$ cat src/rtl/txn_mon_pkg.sv
// ---------------------------------------------------------------------------
// txn_mon_pkg : shared types and width helper for the transaction monitor
// rev 1.0
// ---------------------------------------------------------------------------
`default_nettype none

package txn_mon_pkg;

  typedef enum logic [0:0] {
    IDLE = 1'b0,
    WAIT = 1'b1
  } ch_state_e;

  typedef enum logic [2:0] {
    OUT_NONE    = 3'd0,
    OUT_DONE    = 3'd1,
    OUT_ABORT   = 3'd2,
    OUT_TIMEOUT = 3'd3,
    OUT_PERR    = 3'd4
  } outcome_e;

  function automatic int lat_w(input int max);
    return $clog2(max + 1);
  endfunction

endpackage

`default_nettype wire

$ cat src/rtl/txn_mon_channel.sv
// ---------------------------------------------------------------------------
// txn_mon_channel : one window FSM with latency counter and outcome register
// rev 1.0
// ---------------------------------------------------------------------------
`default_nettype none

module txn_mon_channel
  import txn_mon_pkg::*;
#(
  parameter  int MIN_LAT = 5,
  parameter  int MAX_LAT = 64,
  localparam int CNT_W   = lat_w(MAX_LAT)
) (
  input  logic             clk,
  input  logic             rst_n,
  input  logic             start,
  input  logic             cancel,
  input  logic             accept,
  output logic             busy,
  output logic             done,
  output logic             aborted,
  output logic             timeout,
  output logic             proto_err,
  output logic [CNT_W-1:0] latency,
  output logic             done_nxt
);

  ch_state_e        state;
  outcome_e         outcome;
  logic [CNT_W-1:0] cnt;

  // Lets the top count a done in the same edge that raises the done pulse.
  assign done_nxt = (state == WAIT) && !cancel && accept && (cnt >= CNT_W'(MIN_LAT));

  always_ff @(posedge clk or negedge rst_n) begin
    if (!rst_n) begin
      state   <= IDLE;
      cnt     <= '0;
      outcome <= OUT_NONE;
      latency <= '0;
    end else begin
      outcome <= OUT_NONE;
      case (state)
        IDLE: begin
          if (start && cancel) begin
            outcome <= OUT_ABORT;
          end else if (start) begin
            state <= WAIT;
            cnt   <= CNT_W'(1);
          end else if (accept) begin
            outcome <= OUT_PERR;
          end
        end
        WAIT: begin
          if (cancel) begin
            state   <= IDLE;
            cnt     <= '0;
            outcome <= OUT_ABORT;
          end else if (accept) begin
            state <= IDLE;
            cnt   <= '0;
            if (cnt < CNT_W'(MIN_LAT)) begin
              outcome <= OUT_PERR;
            end else begin
              outcome <= OUT_DONE;
              latency <= cnt;
            end
          end else if (cnt == CNT_W'(MAX_LAT)) begin
            state   <= IDLE;
            cnt     <= '0;
            outcome <= OUT_TIMEOUT;
          end else if (start) begin
            // Overlapping start freezes the counter for this cycle.
            outcome <= OUT_PERR;
          end else begin
            cnt <= cnt + 1'b1;
          end
        end
        default: begin
          state <= IDLE;
          cnt   <= '0;
        end
      endcase
    end
  end

  assign busy      = (state == WAIT);
  assign done      = (outcome == OUT_DONE);
  assign aborted   = (outcome == OUT_ABORT);
  assign timeout   = (outcome == OUT_TIMEOUT);
  assign proto_err = (outcome == OUT_PERR);

  // An open window reaching accept without cancel implies cancel stayed low since start.
  cov_start_accept: cover property (@(posedge clk) disable iff (!rst_n)
    busy && accept && !cancel);

  ast_done_lat: assert property (@(posedge clk) disable iff (!rst_n)
    done |-> (latency >= CNT_W'(MIN_LAT)) && (latency <= CNT_W'(MAX_LAT)));

  ast_excl: assert property (@(posedge clk) disable iff (!rst_n)
    $onehot0({done, aborted, timeout, proto_err}));

endmodule

`default_nettype wire

$ cat src/rtl/txn_window_monitor.sv
// ---------------------------------------------------------------------------
// txn_window_monitor : multi-channel start/accept window tracker
// rev 1.0
// ---------------------------------------------------------------------------
`default_nettype none

module txn_window_monitor
  import txn_mon_pkg::*;
#(
  parameter  int NUM_CH  = 4,
  parameter  int MIN_LAT = 5,
  parameter  int MAX_LAT = 64,
  localparam int CNT_W   = lat_w(MAX_LAT)
) (
  input  logic                    clk,
  input  logic                    rst_n,
  input  logic [NUM_CH-1:0]       start,
  input  logic [NUM_CH-1:0]       cancel,
  input  logic [NUM_CH-1:0]       accept,
  output logic [NUM_CH-1:0]       busy,
  output logic [NUM_CH-1:0]       done,
  output logic [NUM_CH-1:0]       aborted,
  output logic [NUM_CH-1:0]       timeout,
  output logic [NUM_CH-1:0]       proto_err,
  output logic [NUM_CH*CNT_W-1:0] latency,
  output logic [15:0]             total_done
);

  localparam int POP_W = $clog2(NUM_CH + 1);

  logic [NUM_CH-1:0] done_nxt;
  logic [POP_W-1:0]  pop;
  logic [16:0]       sum;

  for (genvar i = 0; i < NUM_CH; i++) begin : g_ch
    txn_mon_channel #(
      .MIN_LAT (MIN_LAT),
      .MAX_LAT (MAX_LAT)
    ) u_ch (
      .clk       (clk),
      .rst_n     (rst_n),
      .start     (start[i]),
      .cancel    (cancel[i]),
      .accept    (accept[i]),
      .busy      (busy[i]),
      .done      (done[i]),
      .aborted   (aborted[i]),
      .timeout   (timeout[i]),
      .proto_err (proto_err[i]),
      .latency   (latency[i*CNT_W +: CNT_W]),
      .done_nxt  (done_nxt[i])
    );
  end

  always_comb begin
    pop = '0;
    for (int i = 0; i < NUM_CH; i++) begin
      pop = pop + POP_W'(done_nxt[i]);
    end
  end

  assign sum = {1'b0, total_done} + 17'(pop);

  always_ff @(posedge clk or negedge rst_n) begin
    if (!rst_n) begin
      total_done <= '0;
    end else if (sum[16]) begin
      total_done <= 16'hFFFF;
    end else begin
      total_done <= sum[15:0];
    end
  end

endmodule

`default_nettype wire

$ cat config.mk
export PLATFORM = sky130hd
export DESIGN_NAME = txn_window_monitor
export DESIGN_NICKNAME = d
export VERILOG_FILES = /design/src/rtl/txn_mon_pkg.sv /design/src/rtl/txn_mon_channel.sv /design/src/rtl/txn_window_monitor.sv
export SDC_FILE = /design/constraint.sdc
export NUM_CORES = 1
export LEC_CHECK = 0
export CAP_MARGIN = 25
export CORE_MARGIN = 1
export CORE_UTILIZATION = 40
export CTS_CLUSTER_SIZE = 40
export DETAILED_ROUTE_END_ITERATION = 8
export GPL_ROUTABILITY_DRIVEN = 0
export PLACE_DENSITY_LB_ADDON = 0.08
export SETUP_SLACK_MARGIN = 0.15
export SLEW_MARGIN = 20
export SYNTH_ARGS = -nofsm -noshare
export SYNTH_HDL_FRONTEND = slang
export SYNTH_SLANG_ARGS = --single-unit
export TNS_END_PERCENT = 50
$ cat constraint.sdc
create_clock -name clk -period 5.56 [get_ports clk]
set_input_delay 1.112 -clock clk [delete_from_list [all_inputs] [get_ports clk]]
set_output_delay 1.112 -clock clk [all_outputs]
set_load 0.01 [all_outputs]
# Word level (Yosys, flattened, before mapping)
# Index checks and enable logic that the tools add are counted.
[word_totals] regBits=88 elab_cells=194 output_inout_bits=64 input_bits=14
[classes] n_lt_le_gt_ge=8 n_reduce_logical=28 muxes=89 bitwise_logic=12 n_eq_ne=32 add_sub_neg=8
[ops] operator="7-bit 2-to-1 mux" count=24
[ops] operator="3-bit 2-to-1 mux" count=32
[ops] operator="7-bit case mux with 2 select lines" count=4
[ops] operator="7-bit by 1-bit adder with 7-bit output (second input constant)" count=4
[ops] operator="7-bit equality test (second input constant)" count=4
[ops] operator="7-bit by 3-bit greater-or-equal comparator with 1-bit output (second input constant)" count=4
[ops] operator="7-bit by 3-bit < comparator with 1-bit output (second input constant)" count=4
[ops] operator="3-bit by 2-bit equality test with 1-bit output (second input constant)" count=8
[ops] operator="3-bit case mux with 2 select lines" count=4
[ops] operator="1-bit 2-to-1 mux" count=20
[ops] operator="5-bit != test (second input constant)" count=4
[ops] operator="16-bit by 3-bit adder with 17-bit output" count=1
[ops] operator="1-bit logical AND" count=16
[ops] operator="16-bit 2-to-1 mux" count=1
[ops] operator="2-bit != test (second input constant)" count=8
[ops] operator="4-bit AND reduction" count=4
[ops] operator="3-bit by 1-bit equality test with 1-bit output (second input constant)" count=4
[ops] operator="3-bit equality test (second input constant)" count=4
[ops] operator="1-bit inverter" count=12
[ops] operator="3-bit AND reduction" count=4
[ops] operator="1-bit case mux with 2 select lines" count=4
[ops] operator="1-bit zero test" count=4
[ops] operator="2-bit by 1-bit adder with 3-bit output" count=1
[ops] operator="3-bit by 1-bit adder with 3-bit output" count=1
[ops] operator="1-bit by 1-bit adder with 2-bit output" count=1

# Longest topological paths before layout
# Gate-level depths: netlist (run 1).
[logic_depth] word_depth=9 mapped_depth=15 ltp_nobuf=12

# By module
# From an unflattened synthesis (run 1), not the netlist that was laid out.
[unflattened] cells_unflattened=477 hier_area_um2=4953.5
[modules_own_cells] module="txn_mon_channel" area_per_inst_um2=1022.2 seq_area_each_um2=450.4 cells_each=99 instances=4
[modules_own_cells] module="txn_window_monitor" area_per_inst_um2=864.6 seq_area_each_um2=400.4 cells_each=81 instances=1

# Worst setup path after synthesis (run 1)
# Ideal clock, no wire load.
[synth_timing] kind="in2reg" startpoint="in cancel[0]" endpoint="reg total_done[11]" path_buffers=0 required_time_ps=5435 slack_ps=1720 setup_time_ps=125 arrival_ps=3715 cell_stages=12 cell_sequence="nor2b_1 -> nand2_1 -> nor2_4 -> a41oi_1 -> fa_1 -> inv_1 -> fa_1 -> fa_1 -> and4_1 -> nand4_2 -> o21ai_0 -> mux2_2"
[synth_between] elab_chain_cells=9
[synth_lines] item="start: declaration" line="txn_window_monitor.sv:18" rtl="input logic [NUM_CH-1:0] cancel,"
[synth_lines] item="1-bit zero test" line="txn_mon_channel.sv:33" rtl="assign done_nxt = (state == WAIT) && !cancel && accept && (cnt >= CNT_W'(MIN_LAT));"
[synth_lines] item="1-bit logical AND (3 in series)" line="txn_mon_channel.sv:33"
[synth_lines] item="1-bit by 1-bit adder with 2-bit output" line="txn_window_monitor.sv:58" rtl="pop = pop + POP_W'(done_nxt[i]);"
[synth_lines] item="2-bit by 1-bit adder with 3-bit output" line="txn_window_monitor.sv:58"
[synth_lines] item="3-bit by 1-bit adder with 3-bit output" line="txn_window_monitor.sv:58"
[synth_lines] item="16-bit by 3-bit adder with 17-bit output" line="txn_window_monitor.sv:62" rtl="assign sum = {1'b0, total_done} + 17'(pop);"
[synth_lines] item="16-bit 2-to-1 mux" line="txn_window_monitor.sv:67" rtl="end else if (sum[16]) begin"
[synth_lines] item="end signal: assignment" line="txn_window_monitor.sv:70" rtl="total_done <= sum[15:0];"
[synth_lines] item="end: declaration" line="txn_window_monitor.sv:26" rtl="output logic [15:0] total_done"
# Every way passes these cells.
# A chain may end at the register's enable or synchronous reset.

# Final worst setup path (run 1)
[layout_timing] startpoint="in cancel[0]" endpoint="reg total_done[5]"
# Same word-level chain as after synthesis.

==> results summary, run 1 <==
The number of library cell types mapped by synthesis is 60. The register area share after synthesis is 0.454. The sort of element at the start of the critical path is a primary input.

The cell count after synthesis came out at 466. The master cell of the clock root buffer is sky130_fd_sc_hd__clkbuf_16. The final reports fail on design-rule violations. The largest net degree at the start of global routing is 46. The largest vdd supply drop is 172 uV. At the worst endpoint, the required time is approximately 5.8 ns. The total setup violations reported at the end of the flow is 0. The initial standard-cell utilization of the core came out at 0.418.

The synthesis-to-finish area growth came out at 20.8%. The mean post-synth cell area is between 10 and 15 sq um. Summed over all cells, the static leakage comes to between 2 and 3 nW. The relative max-transition margin is 0.446. The tightest min-delay check is of the flop to flop type. The count of final max-slew check failures is 0.

The clock insertion delay at the later pin of the skew report is ~0.34 ns. The number of global-route vias before repair is between 3000 and 4000. Registers take ~2200 sq um.

Dividing the final minimum period by the clock period gives 0.800. The deepest level of the CTS H-tree is 3. The synthesized design contains 0 enable-type register cells. Along the worst path, the maximum fanout reaches 12. The number of antenna violations at the first check in global routing is 0. The first global-routing pass estimated 17000 um of wire.

The startpoint identified for the worst register-to-register timing path is g_ch[2].u_ch.cnt[2]. The shortest clock period the worst path allows after layout is approximately 4.4 ns. The floorplan has 39 rows. The I/O pin total came out at between 70 and 80. The maximum clock frequency is around 220 MHz. The placeable core region is about 12000 sq um. The total of fill cells in the finished design is roughly 1100.

The number of clock sinks is between 80 and 90. The worst hold path begins at g_ch[0].u_ch.latency[4]. The max-capacitance violation count came out at 0.

The largest clock skew in the final design is 0.00500 ns. In this design, the critical path's most frequently occurring cell is sky130_fd_sc_hd__fa_1. The area occupied by multi-input gates is ~2300 sq um.

Walking the worst path, the cells encountered are clkdlybuf4s50_1 > nor2b_1 > nand2_1 > nor2_4 > a41oi_1 > fa_1 > inv_1 > fa_1 > fa_1 > and4_1 > nand4_2 > or2_2 > o21ai_0. The antenna diode instance count came out at 0. The worst-margin pin slew is between 0.8 and 0.9 ns. The library cells used most frequently in the layout, excluding fill and tap cells, are sky130_fd_sc_hd__dfrtp_1, sky130_fd_sc_hd__clkdlybuf4s50_1, sky130_fd_sc_hd__nand2_1, sky130_fd_sc_hd__inv_1, sky130_fd_sc_hd__o21ai_0.

The flow ran to the end, but the final reports show violations. By area the synthesized netlist is led by sky130_fd_sc_hd__dfrtp_1, sky130_fd_sc_hd__mux2_2, sky130_fd_sc_hd__ha_1. The die outline area is approximately 13000 sq um. The final worst slack is about 1.1 ns.

The routed via count divided by cell count is between 5 and 6. For this run, design rule violations remaining after detail routing come to 6. At the end of the flow the core is filled with cells to 0.505.

The post-place setup slack is 0.733 ns. The longest individual stage delay on the worst path is around 0.55 ns. The sum of negative setup slack came out at 0 ns. The setup check on the worst reg-to-reg path leaves a slack of around 1.9 ns. The total congestion overflow after global routing is 0. The hold buffer count at CTS is 0. The proportion of netlist area held by the largest area contributor is 0.454. The final number of hold-violating endpoints was 0. The count of synthesis-stage warnings from yosys is 0. The cell with the largest stage delay on the worst path is sky130_fd_sc_hd__fa_1. The number of gates resized after CTS was 0. The number of nets with antenna violations after routing is 0. In the global route stage, overall resource usage came out at 0.168. The die span in x came out at roughly 110 um. The clock tree from TritonCTS is done.

Setup repair after global routing left no endpoint under its margin. The worst setup path is of the primary input to flop kind. The final total power came out at roughly 1.5 mW. In the synthesized netlist the dominant register cell turns out to be sky130_fd_sc_hd__dfrtp_1.

The average wire per standard cell came out at between 10 and 15 um. The maximum clock insertion buffer count came out at 2. The die boundary height is between 100 and 150 um. STA classifies the critical path endpoint as a flop. In this run the worst setup path begins at cancel[0]. The share of cells above drive strength 1 is 0.103. The clock-pin slew of the registers on the worst-case setup and hold paths came out at 0.06 ns. The post-synthesis net count is ~500. The critical path arrival is 4.65 ns.

Counting flops with an async set or reset pin after synthesis yields a share of 1.00. The first-pass iteration count of the detailed router came out at 6. The routed via count is 3620. In this run, synthesis produced a sequential element count of 88. The summed instance area of the synthesized netlist is between 4000 and 5000 sq um. The total setup buffers inserted after CTS is 0. The count of input and output buffers is 77. The number of nets at the end of the flow is ~550. Of all cell types, the one taking the most synthesized area is sky130_fd_sc_hd__dfrtp_1. The starting DRC count in detailed routing came out at around 150.

The total wire length after detailed routing came out at 9910 um. The number of CTS-inserted buffers came out at 9. The total half-perimeter wirelength after legalization and detailed placement came out at between 7000 and 8000 um.

The library cell used most frequently in the layout, excluding fill and tap cells, is sky130_fd_sc_hd__dfrtp_1. The power density over the cells came out at 259 nW/um^2.
-- synthesized netlist by cell type, types with 12 or more instances --
cell,n
sky130_fd_sc_hd__nor3b_1,16
sky130_fd_sc_hd__a31oi_1,17
sky130_fd_sc_hd__inv_1,29
sky130_fd_sc_hd__ha_1,13
sky130_fd_sc_hd__nor2_1,17
sky130_fd_sc_hd__nand2b_1,12
sky130_fd_sc_hd__nand2_1,31
sky130_fd_sc_hd__buf_4,21
sky130_fd_sc_hd__dfrtp_1,88
sky130_fd_sc_hd__a21oi_1,23
sky130_fd_sc_hd__o21ai_0,25
sky130_fd_sc_hd__mux2_2,23
-- worst max-delay path: cells and delay by family --
family          cells  cell delay [ns]
fa+ha+maj           3             1.43
simple gates        6             1.26
buf+inv             2             0.59
compound gates      2             0.25
-- power by group --
| part | internal, mW | switching [mW] | leakage, nW |
|---|---|---|---|
| clock | 0.355 | 0.232 | 0.145 |
| sequential | 0.675 | 0.0462 | 1.20 |
| combinational | 0.105 | 0.105 | 1.32 |
| total | 1.14 | 0.383 | 2.66 |
-- final timing paths --
| path | to | cells past startpoint |
|---|---|---|
| max | total_done[5] | 13 |
| min | g_ch[0].u_ch.latency[4] | 1 |
| max reg2reg | total_done[5] | 12 |
| min reg2reg | g_ch[0].u_ch.latency[4] | 1 |
| max in group asynchronous | g_ch[2].u_ch.cnt[2] | 2 |
| min in group asynchronous | g_ch[1].u_ch.cnt[0] | 1 |
-- cells by family after synthesis --
family / after synthesis / share of synthesized area
xor gates and xnor gates: 7 / 0.0126
and+or+nand+nor: 149 / 0.188
adders and majority gates: 16 / 0.0459
buffers and inverters: 63 / 0.0704
DFF: 88 / 0.454
muxes: 35 / 0.0810
AOI/OAI and AO/OA: 108 / 0.148
-- routing by layer --
layer  wire, um  part of all wire  GRT usage  vias to the layer above
met5          0                 0          0                        -
met4        123             0.012     0.0524                        0
met3        407             0.041     0.0529                        9
met2       4570              0.46      0.265                       66
met1       4810              0.49      0.222                     1776
li1           -                 -          -                     1769
-- state kept, by name (all words and copies together), names as in the netlist --
signal             count
total_done            16
g_ch.u_ch.latency     28
g_ch.u_ch.outcome     12
g_ch.u_ch.busy         4
g_ch.u_ch.cnt         28
-- through the flow --
step	hold slack (ns)	std cells	cell area (sq um)
detailed placement	0.477	653	5570
CTS	0.489	668	5860
floorplan	0.455	466	4850
global placement	0.473	653	5570
global route	0.502	668	5860
finish	0.483	668	5860
-- cell type report --
cell class,count,area share
Sequential cell,88,0.376
Inverter,29,0.0186
Multi-Input combinational cell,315,0.394
Tap cell,143,0.0305
Clock buffer,11,0.0414
Clock inverter,4,0.00769
Timing Repair Buffer,78,0.132
Note: power is estimated with default switching activity, not from simulation.
==> run 2: changes to the inputs <==
clock period = 3.95 ns   (was 5.56 ns; I/O delays follow)
==> run 2 against run 1 <==
Net effect:
- the run still ends with design-rule violations left
- core utilization rose by 0.65 points
- global-route usage rose by 0.52 points
- non-clock buffer count rose by 12
- critical path depth fell by 1
- first-iteration DRC count fell by 25%
- clock power rose by 31%
- register-to-register slack got worse by 1.4 ns
- setup slack got worse by 0.70 ns
- routed wire length rose by 1.5%
- combinational power rose by 45%
- count of clock-buffer cells in the layout rose by 1
- critical path type unchanged
- largest cell class unchanged
==> results summary, run 2 (same netlist as run 1, synthesis figures left out) <==
Run status: finished with violations (unchanged). Violated checks: design-rule violations (unchanged). The average wire per standard cell came out at 14.8 um (about the same). The largest vdd supply drop is 211 uV (was 172 uV). The total wire length after detailed routing is 10100 um (was 9910 um). The static power due to leakage came to 2.72 nW (was 2.66 nW). The post-place setup slack was -0.293 ns (was 0.733 ns).

The relative max-transition margin came out at 0.424 (was 0.446). The internal cell power came out at 1.55 mW (was 1.14 mW). The I/O pin total is 78 (unchanged). The data required time of the critical path came out at 4.18 ns (was 5.76 ns).

The count of input and output buffers came out at 77 (unchanged). The total of fill cells in the finished design came out at 1087 (was 1102). The cell occurring most often along the worst timing path is sky130_fd_sc_hd__fa_1 (unchanged). The final total power came out at 2.09 mW (was 1.52 mW). The longest individual stage delay on the worst path is 0.52 ns (was 0.55 ns). The starting DRC count in detailed routing is 114 (was 151).

The routed via count divided by cell count is 5.40 (was 5.42). The synthesis-to-finish area growth came out at 22.4% (was 20.8%). The fraction of power consumed by combinational cells is 0.146 (was 0.138). The die span in x was 112 um (unchanged). The clock network fraction of total power came out at 0.368 (was 0.387).

The top fanout value on the critical path came out at 5 (was 12). The cell type group with the largest total delay on the critical path is adder cells (unchanged). The number of CTS-inserted buffers is 9 (unchanged). The largest clock skew in the final design is 0.00479 ns (was 0.00500 ns). The sort of element at the start of the critical path is a primary input (unchanged). The deepest level of the CTS H-tree is 3 (unchanged). The clock-pin slew of the registers on the worst-case setup and hold paths came out at 0.06 ns (about the same). The number of remaining DRC errors came to 5 (was 6). The max-capacitance violation count is 0 (unchanged). The number of nets at the end of the flow came out at 563 (was 551). The die outline area is 12600 sq um (unchanged).

The number of core rows is 39 (unchanged). The maximum clock frequency is ~280 MHz. The final worst hold slack came out at 0.480 ns (was 0.483 ns). The placeable core region is 11600 sq um (unchanged). The storage element area came out at 2200 sq um (unchanged).

The final worst slack was 0.415 ns (was 1.11 ns). The critical path arrival was 3.76 ns (was 4.65 ns). The die boundary height came to 112 um (unchanged). The master cell of the clock root buffer is sky130_fd_sc_hd__clkbuf_16 (unchanged). The number of nets with antenna violations after routing is 0 (unchanged). The routed via count came out at 3660 (was 3620). The number of clock sinks was 88 (unchanged). The number of antenna violations at the first check in global routing came to 0 (unchanged). The cell with the largest stage delay on the worst path was sky130_fd_sc_hd__fa_1 (unchanged). The part of the total power dissipated in sequential elements came out at 0.486 (was 0.475). The hold buffer count at CTS is 0 (unchanged). The clock insertion delay at the later pin of the skew report came out at 0.34 ns (about the same). The clock tree from TritonCTS is done (unchanged).

The net switching share of the total power came out at 0.256 (was 0.252). The power density over the cells was 352 nW/um^2 (was 259 nW/um^2). The class of the tightest hold or removal check was flop to flop (unchanged). The area occupied by multi-input gates is 2310 sq um (about the same). The antenna diode instance count is 0 (unchanged). The most frequent standard cell in the layout excluding fill and tap cells is sky130_fd_sc_hd__dfrtp_1 (unchanged). The reg-to-reg setup timing slack is 0.44 ns (was 1.88 ns). The start-to-end type of the worst setup path is primary input to flop (unchanged). The worst-margin pin slew is 0.864 ns (was 0.829 ns).

The first-pass iteration count of the detailed router is 8 (was 6). The share of the core filled with cells in the final layout is 0.511 (was 0.505). The final number of hold-violating endpoints is 0 (unchanged). The switching power summed over all nets is 0.536 mW (was 0.383 mW). The shortest clock period the worst path allows after layout is 3.54 ns. The initial standard-cell utilization of the core is 0.418 (unchanged).

The number of global-route vias before repair came out at 3610 (was 3497). The count of final max-slew check failures was 0 (unchanged). The share of cells above drive strength 1 came out at 0.125 (was 0.103). The total half-perimeter wirelength after legalization and detailed placement came out at 7100 um (was 7090 um). The total setup violations reported at the end of the flow was 0 (unchanged). Leading cell types in the layout, fill and taps excluded: sky130_fd_sc_hd__dfrtp_1, sky130_fd_sc_hd__clkdlybuf4s50_1, sky130_fd_sc_hd__nand2_1, sky130_fd_sc_hd__inv_1, sky130_fd_sc_hd__o21ai_0 (unchanged).

Largest registers: g_ch.u_ch.cnt: 28 flops, g_ch.u_ch.latency: 28 flops, total_done: 16 flops (unchanged). The number of buffers and inverters on the critical path came out at 2 (unchanged). The critical path endpoint category is a flop (unchanged). The final critical-path share of the clock period is 0.895. The largest net degree at the start of global routing is 67 (was 46). The maximum clock insertion buffer count was 2 (unchanged). The total congestion overflow after global routing came out at 0 (unchanged). The global-route wire length before repair was 17400 um (was 17000 um).

Setup repair after global routing missed its margin: no (unchanged). Critical-path cell list: clkdlybuf4s50_1 > nor2_1 > and3_1 > a41oi_1 > fa_1 > inv_1 > fa_1 > fa_2 > and4_2 > nand4_2 > o21ai_0 > mux2_2 (was clkdlybuf4s50_1 > nor2b_1 > nand2_1 > nor2_4 > a41oi_1 > fa_1 > inv_1 > fa_1 > fa_1 > and4_1 > nand4_2 > or2_2 > o21ai_0). The sum of negative setup slack is 0 ns (unchanged). The total global-route track usage is 0.173 (was 0.168).
[run 2: cell types whose count changed in the layout (fill, tap and decap cells not counted)]
cell,previous run,this run
sky130_fd_sc_hd__or2_2,1,0
sky130_fd_sc_hd__clkdlybuf4s50_1,76,75
sky130_fd_sc_hd__clkbuf_8,1,2
sky130_fd_sc_hd__clkinv_2,3,1
sky130_fd_sc_hd__fa_2,0,1
sky130_fd_sc_hd__buf_4,2,14
sky130_fd_sc_hd__dlymetal6s2s_1,0,1
sky130_fd_sc_hd__nor2b_1,7,6
sky130_fd_sc_hd__and4_1,1,0
sky130_fd_sc_hd__bufinv_16,1,0
sky130_fd_sc_hd__and4_2,0,1
sky130_fd_sc_hd__fa_1,3,2
sky130_fd_sc_hd__or2_4,0,1
sky130_fd_sc_hd__nor2b_2,0,1
[run 2: area by class of cell]
| type | count | share of cell area |
|---|---|---|
| timing repair buffer | 90 | 0.146 |
| tap | 143 | 0.0301 |
| inverter | 29 | 0.0183 |
| sequential | 88 | 0.371 |
| multi-input combinational | 315 | 0.390 |
| clock inverter | 1 | 0.000843 |
| clock buffer | 12 | 0.0432 |
[run 2: per-layer routing]
layer	vias up	track usage	share of wire
met5	-	0	0
li1	1788	-	-
met4	0	0.0764	0.017
met1	1781	0.234	0.49
met2	77	0.270	0.46
met3	14	0.0356	0.037
[run 2: worst register-to-register path, cell delays in order (launching register included)]
cell and delay [ns]:
sky130_fd_sc_hd__dfrtp_1 0.49, sky130_fd_sc_hd__nor3_4 0.37, sky130_fd_sc_hd__and3b_1 0.33, sky130_fd_sc_hd__nor2_4 0.06
sky130_fd_sc_hd__a41oi_1 0.23, sky130_fd_sc_hd__fa_1 0.47, sky130_fd_sc_hd__inv_1 0.09, sky130_fd_sc_hd__fa_1 0.21
sky130_fd_sc_hd__fa_2 0.24, sky130_fd_sc_hd__and4_2 0.29, sky130_fd_sc_hd__nand4_2 0.15, sky130_fd_sc_hd__nor2_1 0.15
sky130_fd_sc_hd__mux2_2 0.34
[run 2: power by group through the flow]
| stage | Sequential (mW) | Combinational [mW] | Clock, mW |
|---|---|---|---|
| finish | 1.01 | 0.305 | 0.769 |
| global route | 1.02 | 0.344 | 0.837 |
| CTS | 1.02 | 0.310 | 0.803 |
| detailed placement | 1.03 | 0.306 | 0 |
| global placement | 1.03 | 0.305 | 0 |
| floorplan | 1.02 | 0.166 | 0 |
[run 2: final timing paths]
check | start | endpoint | cells after the start
min | g_ch[0].u_ch.latency[3] | g_ch[0].u_ch.latency[3] | 1
min reg2reg | g_ch[0].u_ch.latency[3] | g_ch[0].u_ch.latency[3] | 1
max in group asynchronous | rst_n | total_done[3] | 2
min in group asynchronous | rst_n | g_ch[1].u_ch.outcome[1] | 1
max | cancel[2] | total_done[11] | 12
max reg2reg | g_ch[0].u_ch.cnt[3] | total_done[14] | 12
[run 2: stage by stage]
stage                     cell area (sq um)  cells
after floorplan                        4850    466
after global placement                 5660    665
after detailed placement               5660    665
after CTS                              5930    678
after global routing                   5930    678
final                                  5930    678
[run 2: repair_timing]
| item | CTS | global route |
|---|---|---|
| gates resized for setup | 1 | 4 |
| setup endpoints to repair | 12 | 16 |
| buffers inserted | 0 | 0 |
==> run 3: changes to the inputs <==
CORE_ASPECT_RATIO = 1.2   (was default)
==> run 3 against run 2 <==
Net effect:
- the run now ends clean
- critical endpoint unchanged
- global-route usage rose by 0.19 points
- total power up 4.2%
- core utilization rose by 0.19 points
- critical path depth rose by 1
- hold slack got worse by 0.081 ns
- final cell count grew 2.5%
- count of clock-buffer cells in the layout fell by 1
- critical path type unchanged
- non-clock buffer count is 1 lower
==> results summary, run 3 (same netlist as run 1, synthesis figures left out) <==
The clock tree from TritonCTS was done (unchanged). The cell with the largest stage delay on the worst path was sky130_fd_sc_hd__fa_1 (unchanged). The maximum clock insertion buffer count is 2 (unchanged). The die span in x is 103 um (was 112 um).

The global-route wire length before repair came out at 17100 um (was 17400 um). Critical-path cell list: clkdlybuf4s50_1 > nor2b_2 > nand2_1 > nor2_4 > a41oi_1 > fa_1 > inv_1 > fa_2 > fa_2 > and4_2 > nand4_2 > o21ai_0 > mux2_2 (was clkdlybuf4s50_1 > nor2_1 > and3_1 > a41oi_1 > fa_1 > inv_1 > fa_1 > fa_2 > and4_2 > nand4_2 > o21ai_0 > mux2_2). The number of core rows is 43 (was 39).

The static power due to leakage came to 2.72 nW (about the same). The count of input and output buffers came to 77 (unchanged). Setup repair after global routing missed its margin: no (unchanged). The count of final max-slew check failures came out at 0 (unchanged).

The number of CTS-inserted buffers is 9 (unchanged). The critical path endpoint category is a flop (unchanged). The synthesis-to-finish area growth came out at 23.5% (was 22.4%). The routed via count divided by cell count was 5.32 (was 5.40). The average wire per standard cell came out at 15.0 um (was 14.8 um).

The first-pass iteration count of the detailed router came out at 4 (was 8). The antenna diode instance count was 0 (unchanged). The number of nets at the end of the flow came out at 563 (unchanged). The die outline area was 12600 sq um (about the same). The clock-pin slew of the registers on the worst-case setup and hold paths was 0.06 ns (about the same). The final critical-path share of the clock period is 0.902 (was 0.895). The number of cells traversed by the worst register-to-register path came out at 12 (unchanged).

The total half-perimeter wirelength after legalization and detailed placement came out at 7320 um (was 7100 um). The share of the core filled with cells in the final layout came out at 0.513 (was 0.511). The start-to-end type of the worst setup path is primary input to flop (unchanged). The class of the tightest hold or removal check is primary input to asynchronous set/reset pin (was flop to flop). Largest registers: g_ch.u_ch.cnt: 28 flops, g_ch.u_ch.latency: 28 flops, total_done: 16 flops (unchanged).

The maximum clock frequency was 281 MHz (was 283 MHz). The relative max-transition margin is 0.501 (was 0.424). The deepest level of the CTS H-tree came out at 3 (unchanged).

The number of nets with antenna violations after routing came out at 0 (unchanged). The total setup buffers inserted after CTS was 0 (unchanged). The total global-route track usage was 0.175 (was 0.173). The fraction of power consumed by combinational cells came out at 0.140 (was 0.146). The sort of element at the start of the critical path is a primary input (unchanged). The number of remaining DRC errors is 0 (was 5). The most frequent standard cell in the layout excluding fill and tap cells is sky130_fd_sc_hd__dfrtp_1 (unchanged). The data required time of the critical path is 4.18 ns (about the same).

The critical path arrival came to 3.79 ns (was 3.76 ns). The cell occurring most often along the worst timing path is sky130_fd_sc_hd__fa_2 (was sky130_fd_sc_hd__fa_1). The initial standard-cell utilization of the core came to 0.415 (was 0.418). The clock insertion delay at the later pin of the skew report is 0.34 ns (about the same). The share of cells above drive strength 1 came out at 0.132 (was 0.125).

The net switching share of the total power came out at 0.261 (was 0.256). The worst-margin pin slew was 0.748 ns (was 0.864 ns). The total setup violations reported at the end of the flow came out at 0 (unchanged). The number of global-route vias before repair came to 3578 (was 3610). The master cell of the clock root buffer was sky130_fd_sc_hd__clkbuf_16 (unchanged). The cell type group with the largest total delay on the critical path is adder cells (unchanged). The final worst hold slack came out at 0.399 ns (was 0.480 ns).

The reg-to-reg setup timing slack came out at 0.46 ns (was 0.44 ns). The internal cell power is 1.61 mW (was 1.55 mW). The final total power was 2.18 mW (was 2.09 mW). The post-place setup slack is -0.216 ns (was -0.293 ns). The die boundary height is 123 um (was 112 um).

The number of buffers and inverters on the critical path is 2 (unchanged). The starting DRC count in detailed routing is 165 (was 114). The placeable core region came out at 11700 sq um (was 11600 sq um). The largest clock skew in the final design is 0.00793 ns (was 0.00479 ns). Leading cell types in the layout, fill and taps excluded: sky130_fd_sc_hd__dfrtp_1, sky130_fd_sc_hd__clkdlybuf4s50_1, sky130_fd_sc_hd__nand2_1, sky130_fd_sc_hd__inv_1, sky130_fd_sc_hd__o21ai_0 (unchanged). The switching power summed over all nets is 0.567 mW (was 0.536 mW). The routed via count is 3694 (was 3660). The I/O pin total is 78 (unchanged).

The part of the total power dissipated in sequential elements came out at 0.468 (was 0.486). The clock network fraction of total power is 0.393 (was 0.368). The largest net degree at the start of global routing came out at 37 (was 67). The top fanout value on the critical path is 5 (unchanged). The final non-filler cell area came out at 5990 sq um (was 5930 sq um). The shortest clock period the worst path allows after layout came out at 3.56 ns (was 3.54 ns). The final worst slack is 0.387 ns (was 0.415 ns).

The number of antenna violations at the first check in global routing came to 0 (unchanged). The critical path startpoint was cancel[0] (was cancel[2]). The max-capacitance violation count came out at 0 (unchanged).

The longest individual stage delay on the worst path came out at 0.55 ns (was 0.52 ns). The largest vdd supply drop came out at 182 uV (was 211 uV). The standard cell area after detailed placement is 5670 sq um (was 5660 sq um). The number of clock sinks came to 88 (unchanged). Run status: complete, no violations (was finished with violations). The total wire length after detailed routing is 10400 um (was 10100 um). The power density over the cells is 364 nW/um^2 (was 352 nW/um^2). The final number of hold-violating endpoints is 0 (unchanged). The beginning of the worst register-to-register path is g_ch[0].u_ch.cnt[3] (unchanged). The total congestion overflow after global routing is 0 (unchanged).

The cell count along the critical path is 13 (was 12).
run 3: changes by cell type in the layout (fill, tap and decap cells not counted):
cell and delta:
sky130_fd_sc_hd__buf_4 -1, sky130_fd_sc_hd__bufinv_16 +1, sky130_fd_sc_hd__clkbuf_8 -1, sky130_fd_sc_hd__clkdlybuf4s50_1 +1, sky130_fd_sc_hd__clkinv_2 +1, sky130_fd_sc_hd__clkinv_4 +1
sky130_fd_sc_hd__clkinvlp_4 +1, sky130_fd_sc_hd__dlymetal6s2s_1 -1, sky130_fd_sc_hd__fa_1 -1, sky130_fd_sc_hd__fa_2 +1, sky130_fd_sc_hd__or2_2 +1
run 3: metrics by stage:
stage               setup TNS (ns)  instances
global route                     0        695
global placement             -1.24        678
detailed placement           -2.09        678
floorplan                        0        466
finish                           0        695
CTS                              0        694
run 3: power groups by stage:
stage          combinational [mW]  clock [mW]  sequential, mW
2_1_floorplan               0.166           0            1.02
3_3_place_gp                0.300           0            1.03
3_5_place_dp                0.304           0            1.03
4_1_cts                     0.308       0.891            1.02
5_1_grt                     0.343       0.918            1.03
6_report                    0.304       0.855            1.02
run 3: worst paths after layout:
path                                      endpoint
setup / recovery                    total_done[11]
hold / removal             g_ch[0].u_ch.latency[5]
setup reg to reg                    total_done[14]
hold reg to reg            g_ch[0].u_ch.latency[4]
max in group asynchronous      g_ch[3].u_ch.cnt[1]
min in group clk           g_ch[0].u_ch.latency[4]
run 3: routing by layer:
layer  global-route usage  routed length (um)
met5                    0                   0
met4               0.0768                 167
met3               0.0336                 484
met2                0.271                4780
met1                0.238                4980
run 3: cell type report:
| class | count | area (sq um) |
|---|---|---|
| clock buffer | 11 | 243 |
| clock inverter | 5 | 56.3 |
| fill | 1077 | 5690 |
| inverter | 29 | 109 |
| multi-input combinational | 316 | 2320 |
| sequential | 88 | 2200 |
| tap | 157 | 196 |
| timing repair buffer | 89 | 858 |
run 3: repair_timing:
| action | 4_1_cts | 5_1_grt |
|---|---|---|
| setup endpoints to repair | 2 | 16 |
| pin swaps | 0 | 1 |
| gates cloned | 0 | 1 |
| gates resized for setup | 1 | 4 |
| hold buffers | 0 | 0 |
